### config.mk
export PLATFORM = sky130hd
export DESIGN_NAME = ctrl_sel_filtro
export DESIGN_NICKNAME = d
export VERILOG_FILES = /design/src/rtl/ctrl_sel_filtro_pkg.sv /design/src/rtl/ctrl_sel_filtro_antirrebote.sv /design/src/rtl/ctrl_sel_filtro.sv
export SDC_FILE = /design/constraint.sdc
export NUM_CORES = 1
export LEC_CHECK = 0
export ABC_AREA = 0
export CAP_MARGIN = 20
export CORE_ASPECT_RATIO = 1.2
export CORE_MARGIN = 5
export CORE_UTILIZATION = 42
export DETAILED_ROUTE_END_ITERATION = 6
export RECOVER_POWER = 50
export SLEW_MARGIN = 20
export SYNTH_ARGS = -nofsm -noshare
export SYNTH_HDL_FRONTEND = slang
export SYNTH_HIERARCHICAL = 1
export SYNTH_SLANG_ARGS = --single-unit
### constraint.sdc
create_clock -name clk -period 1.7 [get_ports clk]
set_clock_uncertainty 0.1 [all_clocks]
set_input_delay 0.17 -clock clk [delete_from_list [all_inputs] [get_ports clk]]
set_output_delay 0.17 -clock clk [all_outputs]
set_load 0.02 [all_outputs]
### src/rtl/ctrl_sel_filtro_pkg.sv
// ============================================================================
// ctrl_sel_filtro_pkg : shared encodings for the equalizer band-select control
// Rev 1.0
// ============================================================================
`default_nettype none

package ctrl_sel_filtro_pkg;

    localparam logic [1:0] CASO_BAJOS  = 2'b00;
    localparam logic [1:0] CASO_MEDIOS = 2'b01;
    localparam logic [1:0] CASO_ALTOS  = 2'b10;
    localparam logic [1:0] CASO_TOTAL  = 2'b11;

    typedef enum logic [1:0] {
        ESPERA = 2'd0,
        BAJA   = 2'd1,
        SUBE   = 2'd2
    } estado_t;

    typedef enum logic {
        DIR_SIG = 1'b0,
        DIR_ANT = 1'b1
    } dir_t;

    // Modulo-4 step of the select, wrapping in both directions
    function automatic logic [1:0] caso_siguiente(input logic [1:0] caso, input dir_t dir);
        return (dir == DIR_SIG) ? caso + 2'd1 : caso - 2'd1;
    endfunction

endpackage

`default_nettype wire

### src/rtl/ctrl_sel_filtro_antirrebote.sv
// ============================================================================
// ctrl_sel_filtro_antirrebote : 2-FF synchronizer, debounce, rising-edge pulse
// Rev 1.0
// ============================================================================
`default_nettype none

module ctrl_sel_filtro_antirrebote
    import ctrl_sel_filtro_pkg::*;
#(
    parameter int DEB_CICLOS = 500000
) (
    input  logic clk,
    input  logic reset_n,
    input  logic boton,
    output logic pulso
);

    localparam int CW = $clog2(DEB_CICLOS + 1);
    localparam logic [CW-1:0] C_DEB_FIN = CW'(DEB_CICLOS - 1);

    logic          r_sync1;
    logic          r_sync2;
    logic          r_nivel;
    logic          r_estable;
    logic          r_estable_d;
    logic [CW-1:0] r_cnt;

    always_ff @(posedge clk) begin
        if (!reset_n) begin
            r_sync1     <= 1'b0;
            r_sync2     <= 1'b0;
            r_nivel     <= 1'b0;
            r_estable   <= 1'b0;
            r_estable_d <= 1'b0;
            r_cnt       <= '0;
        end else begin
            r_sync1     <= boton;
            r_sync2     <= r_sync1;
            r_nivel     <= r_sync2;
            r_estable_d <= r_estable;
            // Any movement of the synchronized level restarts the stability window
            if (r_sync2 != r_nivel) begin
                r_cnt <= '0;
            end else if (r_cnt == C_DEB_FIN) begin
                r_estable <= r_nivel;
            end else begin
                r_cnt <= r_cnt + CW'(1);
            end
        end
    end

    assign pulso = r_estable & ~r_estable_d;

endmodule

`default_nettype wire

### src/rtl/ctrl_sel_filtro.sv
// ============================================================================
// ctrl_sel_filtro : debounced next/prev select of the EQ output mux with a
// click-free mute around each change. Optional macro: FILTRO_AUTOSCAN_EN.
// Rev 1.0
// ============================================================================
`default_nettype none

module ctrl_sel_filtro
    import ctrl_sel_filtro_pkg::*;
#(
    parameter int         DEB_CICLOS    = 500000,
    parameter int         MUTE_MUESTRAS = 4,
    parameter logic [1:0] CASO_RESET    = 2'b11,
    parameter int         AUTO_MUESTRAS = 96000
) (
    input  logic       clk,
    input  logic       reset_n,
    input  logic       btn_sig,
    input  logic       btn_ant,
    input  logic       tick_muestra,
    output logic [1:0] caso,
    output logic       mute,
    output logic       cambio,
    output logic       ocupado
);

    localparam int TW = $clog2(MUTE_MUESTRAS + 1);
    localparam logic [TW-1:0] C_MUTE_FIN = TW'(MUTE_MUESTRAS - 1);

    if (MUTE_MUESTRAS < 1) begin : g_mute_invalido
        $error("MUTE_MUESTRAS must be at least 1");
    end
    if (AUTO_MUESTRAS < 1) begin : g_auto_invalido
        $error("AUTO_MUESTRAS must be at least 1");
    end

    estado_t       r_estado;
    estado_t       w_estado_sig;
    logic [TW-1:0] r_ticks;
    logic [1:0]    r_caso;
    logic          r_cambio;
    dir_t          r_dir;
    logic          r_pend;
    dir_t          r_pend_dir;

    logic w_req_sig;
    logic w_req_ant;
    logic w_btn_req;
    dir_t w_btn_dir;
    logic w_auto_req;
    logic w_req;
    dir_t w_dir;
    logic w_fin;

    ctrl_sel_filtro_antirrebote #(.DEB_CICLOS(DEB_CICLOS)) u_deb_sig (
        .clk     (clk),
        .reset_n (reset_n),
        .boton   (btn_sig),
        .pulso   (w_req_sig)
    );

    ctrl_sel_filtro_antirrebote #(.DEB_CICLOS(DEB_CICLOS)) u_deb_ant (
        .clk     (clk),
        .reset_n (reset_n),
        .boton   (btn_ant),
        .pulso   (w_req_ant)
    );

    // Opposing requests in the same cycle cancel out
    assign w_btn_req = w_req_sig ^ w_req_ant;
    assign w_btn_dir = w_req_sig ? DIR_SIG : DIR_ANT;

`ifdef FILTRO_AUTOSCAN_EN
    localparam int AW = $clog2(AUTO_MUESTRAS + 1);
    localparam logic [AW-1:0] C_AUTO_FIN = AW'(AUTO_MUESTRAS - 1);

    logic [AW-1:0] r_inact;
    logic          w_inact_tick;

    assign w_inact_tick = (r_estado == ESPERA) && !w_btn_req && !r_pend && tick_muestra;
    assign w_auto_req   = w_inact_tick && (r_inact == C_AUTO_FIN);

    always_ff @(posedge clk) begin
        if (!reset_n) begin
            r_inact <= '0;
        end else if (w_btn_req || w_auto_req) begin
            r_inact <= '0;
        end else if (w_inact_tick) begin
            r_inact <= r_inact + AW'(1);
        end
    end
`else
    assign w_auto_req = 1'b0;
`endif

    assign w_req = w_btn_req | w_auto_req;
    assign w_dir = w_btn_req ? w_btn_dir : DIR_SIG;
    assign w_fin = tick_muestra && (r_ticks == C_MUTE_FIN);

    always_ff @(posedge clk) begin
        if (!reset_n) begin
            r_estado   <= ESPERA;
            r_ticks    <= '0;
            r_caso     <= CASO_RESET;
            r_cambio   <= 1'b0;
            r_dir      <= DIR_SIG;
            r_pend     <= 1'b0;
            r_pend_dir <= DIR_SIG;
        end else begin
            r_estado <= w_estado_sig;
            r_cambio <= 1'b0;
            case (r_estado)
                ESPERA: begin
                    r_ticks <= '0;
                    if (w_req) begin
                        r_dir  <= w_dir;
                        r_pend <= 1'b0;
                    end else if (r_pend) begin
                        r_dir  <= r_pend_dir;
                        r_pend <= 1'b0;
                    end
                end
                BAJA, SUBE: begin
                    // Only the newest request survives a busy period
                    if (w_req) begin
                        r_pend     <= 1'b1;
                        r_pend_dir <= w_dir;
                    end
                    if (tick_muestra) begin
                        r_ticks <= w_fin ? '0 : r_ticks + TW'(1);
                    end
                    if ((r_estado == BAJA) && w_fin) begin
                        r_caso   <= caso_siguiente(r_caso, r_dir);
                        r_cambio <= 1'b1;
                    end
                end
                default: r_ticks <= '0;
            endcase
        end
    end

    always_comb begin
        w_estado_sig = r_estado;
        case (r_estado)
            ESPERA:  if (w_req || r_pend) w_estado_sig = BAJA;
            BAJA:    if (w_fin)           w_estado_sig = SUBE;
            SUBE:    if (w_fin)           w_estado_sig = ESPERA;
            default:                      w_estado_sig = ESPERA;
        endcase
    end

    always_comb begin
        caso    = r_caso;
        cambio  = r_cambio;
        mute    = 1'b0;
        ocupado = 1'b0;
        if (r_estado != ESPERA) begin
            mute    = 1'b1;
            ocupado = 1'b1;
        end
    end

endmodule

`default_nettype wire
==> impl_metrics.env <==
export IMPL_ff2ff_setup_slack_ns=0.09
export IMPL_hpwlAfterDp_mm=4.162
export IMPL_holdPathStages=2
export IMPL_cts_tree="done"
export IMPL_p_leak_nw=1.242
export IMPL_seq_area_frac_synth_pct=42.35
export IMPL_grt_use_met3_pct=3.563
export IMPL_syn_area_per_cell_um2=8.939
export IMPL_use_met1_pct=17.97
export IMPL_row_count=32
export IMPL_maxSlewHeadroom_pct=67.59
export IMPL_busiest_layer="met2"
export IMPL_grt_pass1_wl_mm=10.09
export IMPL_syn_nets=323
export IMPL_clock_latency_ns=0.34
export IMPL_grt_pass1_vias=2236
export IMPL_route_detailed_drc=0
export IMPL_drtPass1Iterations=4
export IMPL_nets=355
export IMPL_rsz0062_at_grt="yes"
export IMPL_yosysUniqueCellTypes=45
export IMPL_crit_type="reg -> out"
export IMPL_yosysWarningCount=6
export IMPL_die_y_um=99.27
export IMPL_num_vias=2304
export IMPL_slowest_stage="clkdlybuf4s50_1"
export IMPL_required_ns=1.43
export IMPL_clock_sinks=59
export IMPL_synth_edff_count=0
export IMPL_cts_buffer_depth=2
export IMPL_synth_top_area_share_pct=42.35
export IMPL_setup_violations=0
export IMPL_setup_tns_final_ns=0
export IMPL_wl_per_cell_um=13.44
export IMPL_die_area_um2=8377
export IMPL_syn_area_um2=2789
export IMPL_grt_max_degree=12
export IMPL_area_growth_pct=21.76
export IMPL_pwr_density_cell_nw_per_um2=908.6
export IMPL_max_cap_viol_count=0
export IMPL_async_flop_share_pct=0
export IMPL_gp_congestion=0.8362
export IMPL_fin_crit_sh_pct=95.03
export IMPL_max_freq_mhz=619.0
export IMPL_hold_viol=0
export IMPL_status="completed"
export IMPL_cts_hold_buffers_added=0
export IMPL_holdWs_ns=0.3005
export IMPL_synthCells=312
export IMPL_die_w_um=84.39
export IMPL_postPlaceCellArea_um2=3102
export IMPL_cp_startpoint="caso[0]"
export IMPL_place_ws_ns=0.01390
export IMPL_start_kind="register"
export IMPL_tightest_slew_ns=0.4827
export IMPL_fin_crit_ns=1.616
export IMPL_drive_above_1_share_pct=16.62
export IMPL_num_antenna_cells=0
export IMPL_crit_fanout=4
export IMPL_grt_ovfl_total=0
export IMPL_cts_buffers=9
export IMPL_cp_num_buf_inv=1
export IMPL_final_cell_mix="dfxtp_1 (57), nor2_1 (25), nand2_1 (23)"
export IMPL_design_area_um2=3396
export IMPL_hold_path_startpoint="btn_sig"
export IMPL_synthTopCellsByArea="dfxtp_1 (42%), xnor2_1 (6.0%), nand3_1 (3.6%), nor2_1 (3.4%), nand4_1 (3.1%)"
export IMPL_vias_per_cell=5.309
export IMPL_htreeDepth=3
export IMPL_track_usage_pct=14.88
export IMPL_clockRootBuffer="clkbuf_8"
export IMPL_whs_endpoint="u_deb_sig/r_sync1"
export IMPL_worstPathCellList="clkdlybuf4s50_1"
export IMPL_final_common_cell="dfxtp_1"
export IMPL_worstPathArrival_ns=1.35
export IMPL_core_area_um2=6446
export IMPL_path_clk_slew_ns=0.07
export IMPL_antenna_found_initial=0
export IMPL_drtAntennaViolNets=0
export IMPL_use_met2_pct=24.24
export IMPL_ys_ff_latch=59
export IMPL_maxSlewViolCount=0
export IMPL_port_buffers=9
export IMPL_synth_top_cell_by_area="dfxtp_1"
export IMPL_ir_worst_vdd_mv=0.7324
export IMPL_wl_mm=5.832
export IMPL_drt_iter0_drc=73
export IMPL_holdCritPathClass="in -> reg"
export IMPL_rr_startpoint="u_deb_sig/r_cnt[1]"
export IMPL_reg2reg_depth=5
export IMPL_layout_setup_ws_ns=0.08449
export IMPL_start_util_pct=43.26
export IMPL_end_kind="output pin"
export IMPL_io_pins=10
export IMPL_max_stage_delay_ns=0.63
export IMPL_synth_main_ff_cell="dfxtp_1"
export IMPL_critPathTopFamily="buffers and inverters"
export IMPL_reg2reg_to="u_deb_sig/r_cnt[2]"
Yosys cell counts (all sizes together), types with 6 or more instances:
| cell type | count |
|---|---|
| ha | 6 |
| xnor2 | 19 |
| nand3 | 20 |
| nor3 | 14 |
| xor2 | 7 |
| inv | 13 |
| nor2 | 25 |
| and2 | 10 |
| buf | 7 |
| nand2 | 23 |
| o21ai | 7 |
| nor4 | 10 |
| a21oi | 8 |
| dfxtp | 59 |
| a31oi | 8 |
| nand4 | 16 |
state kept, by name, summed over array words and instances (netlist names):
| signal | count |
|---|---|
| u_deb_ant/r_cnt | 19 |
| u_deb_sig/r_cnt | 19 |
| r_ticks | 3 |
| caso | 2 |
| r_estado | 2 |
| cambio | 1 |
| r_dir | 1 |
| r_pend | 1 |
| r_pend_dir | 1 |
| u_deb_ant/r_estable | 1 |
| u_deb_ant/r_estable_d | 1 |
| u_deb_ant/r_nivel | 1 |
| u_deb_ant/r_sync1 | 1 |
| u_deb_ant/r_sync2 | 1 |
| u_deb_sig/r_estable | 1 |
| u_deb_sig/r_estable_d | 1 |
| u_deb_sig/r_nivel | 1 |
| u_deb_sig/r_sync1 | 1 |
| u_deb_sig/r_sync2 | 1 |
per-stage QoR:
stage	util, %	power, mW	cells
4_1_cts	51.90	3.129	433
2_1_floorplan	-	1.503	312
3_5_place_dp	48.12	1.555	417
3_3_place_gp	48.12	1.553	417
6_report	52.68	3.085	434
5_1_grt	52.68	3.205	434
cell type report:
cell class,instances,area (um^2)
clock inverters,5,100.1
repair buffers,33,245.2
multi-input cells,228,1570
inverters,13,48.80
fillers,598,3050
clock buffers,11,141.4
flip-flops and latches,59,1184
well taps,85,106.4
where the power goes:
part,total (mW),internal (mW),switching (mW)
Combinational,0.102,0.0471,0.0545
Clock,1.56,1.01,0.556
Sequential,1.42,1.40,0.0188
worst max-delay path by stage:
stage                                endpoint  depth (start not counted)
after detailed placement  u_deb_ant/r_estable                          5
after floorplan            u_deb_ant/r_cnt[5]                          6
final                                 caso[0]                          1
after global routing       u_deb_sig/r_cnt[2]                          5
after global placement    u_deb_ant/r_estable                          5
after CTS                                mute                          4
cells by family (layout without fill, tap and decap cells):
| family | count (synthesis) | count (layout) | share of synthesized area, % |
|---|---|---|---|
| AO/OA/AOI/OAI | 43 | 43 | 10.41 |
| XOR/XNOR | 26 | 26 | 8.165 |
| adder cells (fa/ha/maj) | 6 | 6 | 2.692 |
| buffers and inverters | 25 | 62 | 3.769 |
| flip-flops | 59 | 59 | 42.35 |
| multiplexers | 5 | 5 | 1.795 |
| AND/OR/NAND/NOR | 148 | 148 | 30.82 |
what timing repair did:
item,4_1_cts,5_1_grt
endpoints found under the setup margin,2,14
buffers inserted,0,1
resized for setup,6,14
per-layer routing:
layer | part of all wire [%] | vias to the layer above
li1 | - | 1186
met1 | 46 | 1080
met2 | 49 | 27
met3 | 2.4 | 11
met4 | 2.3 | 0
met5 | 0 | -
No activity file was read; power rests on OpenSTA's default activity.
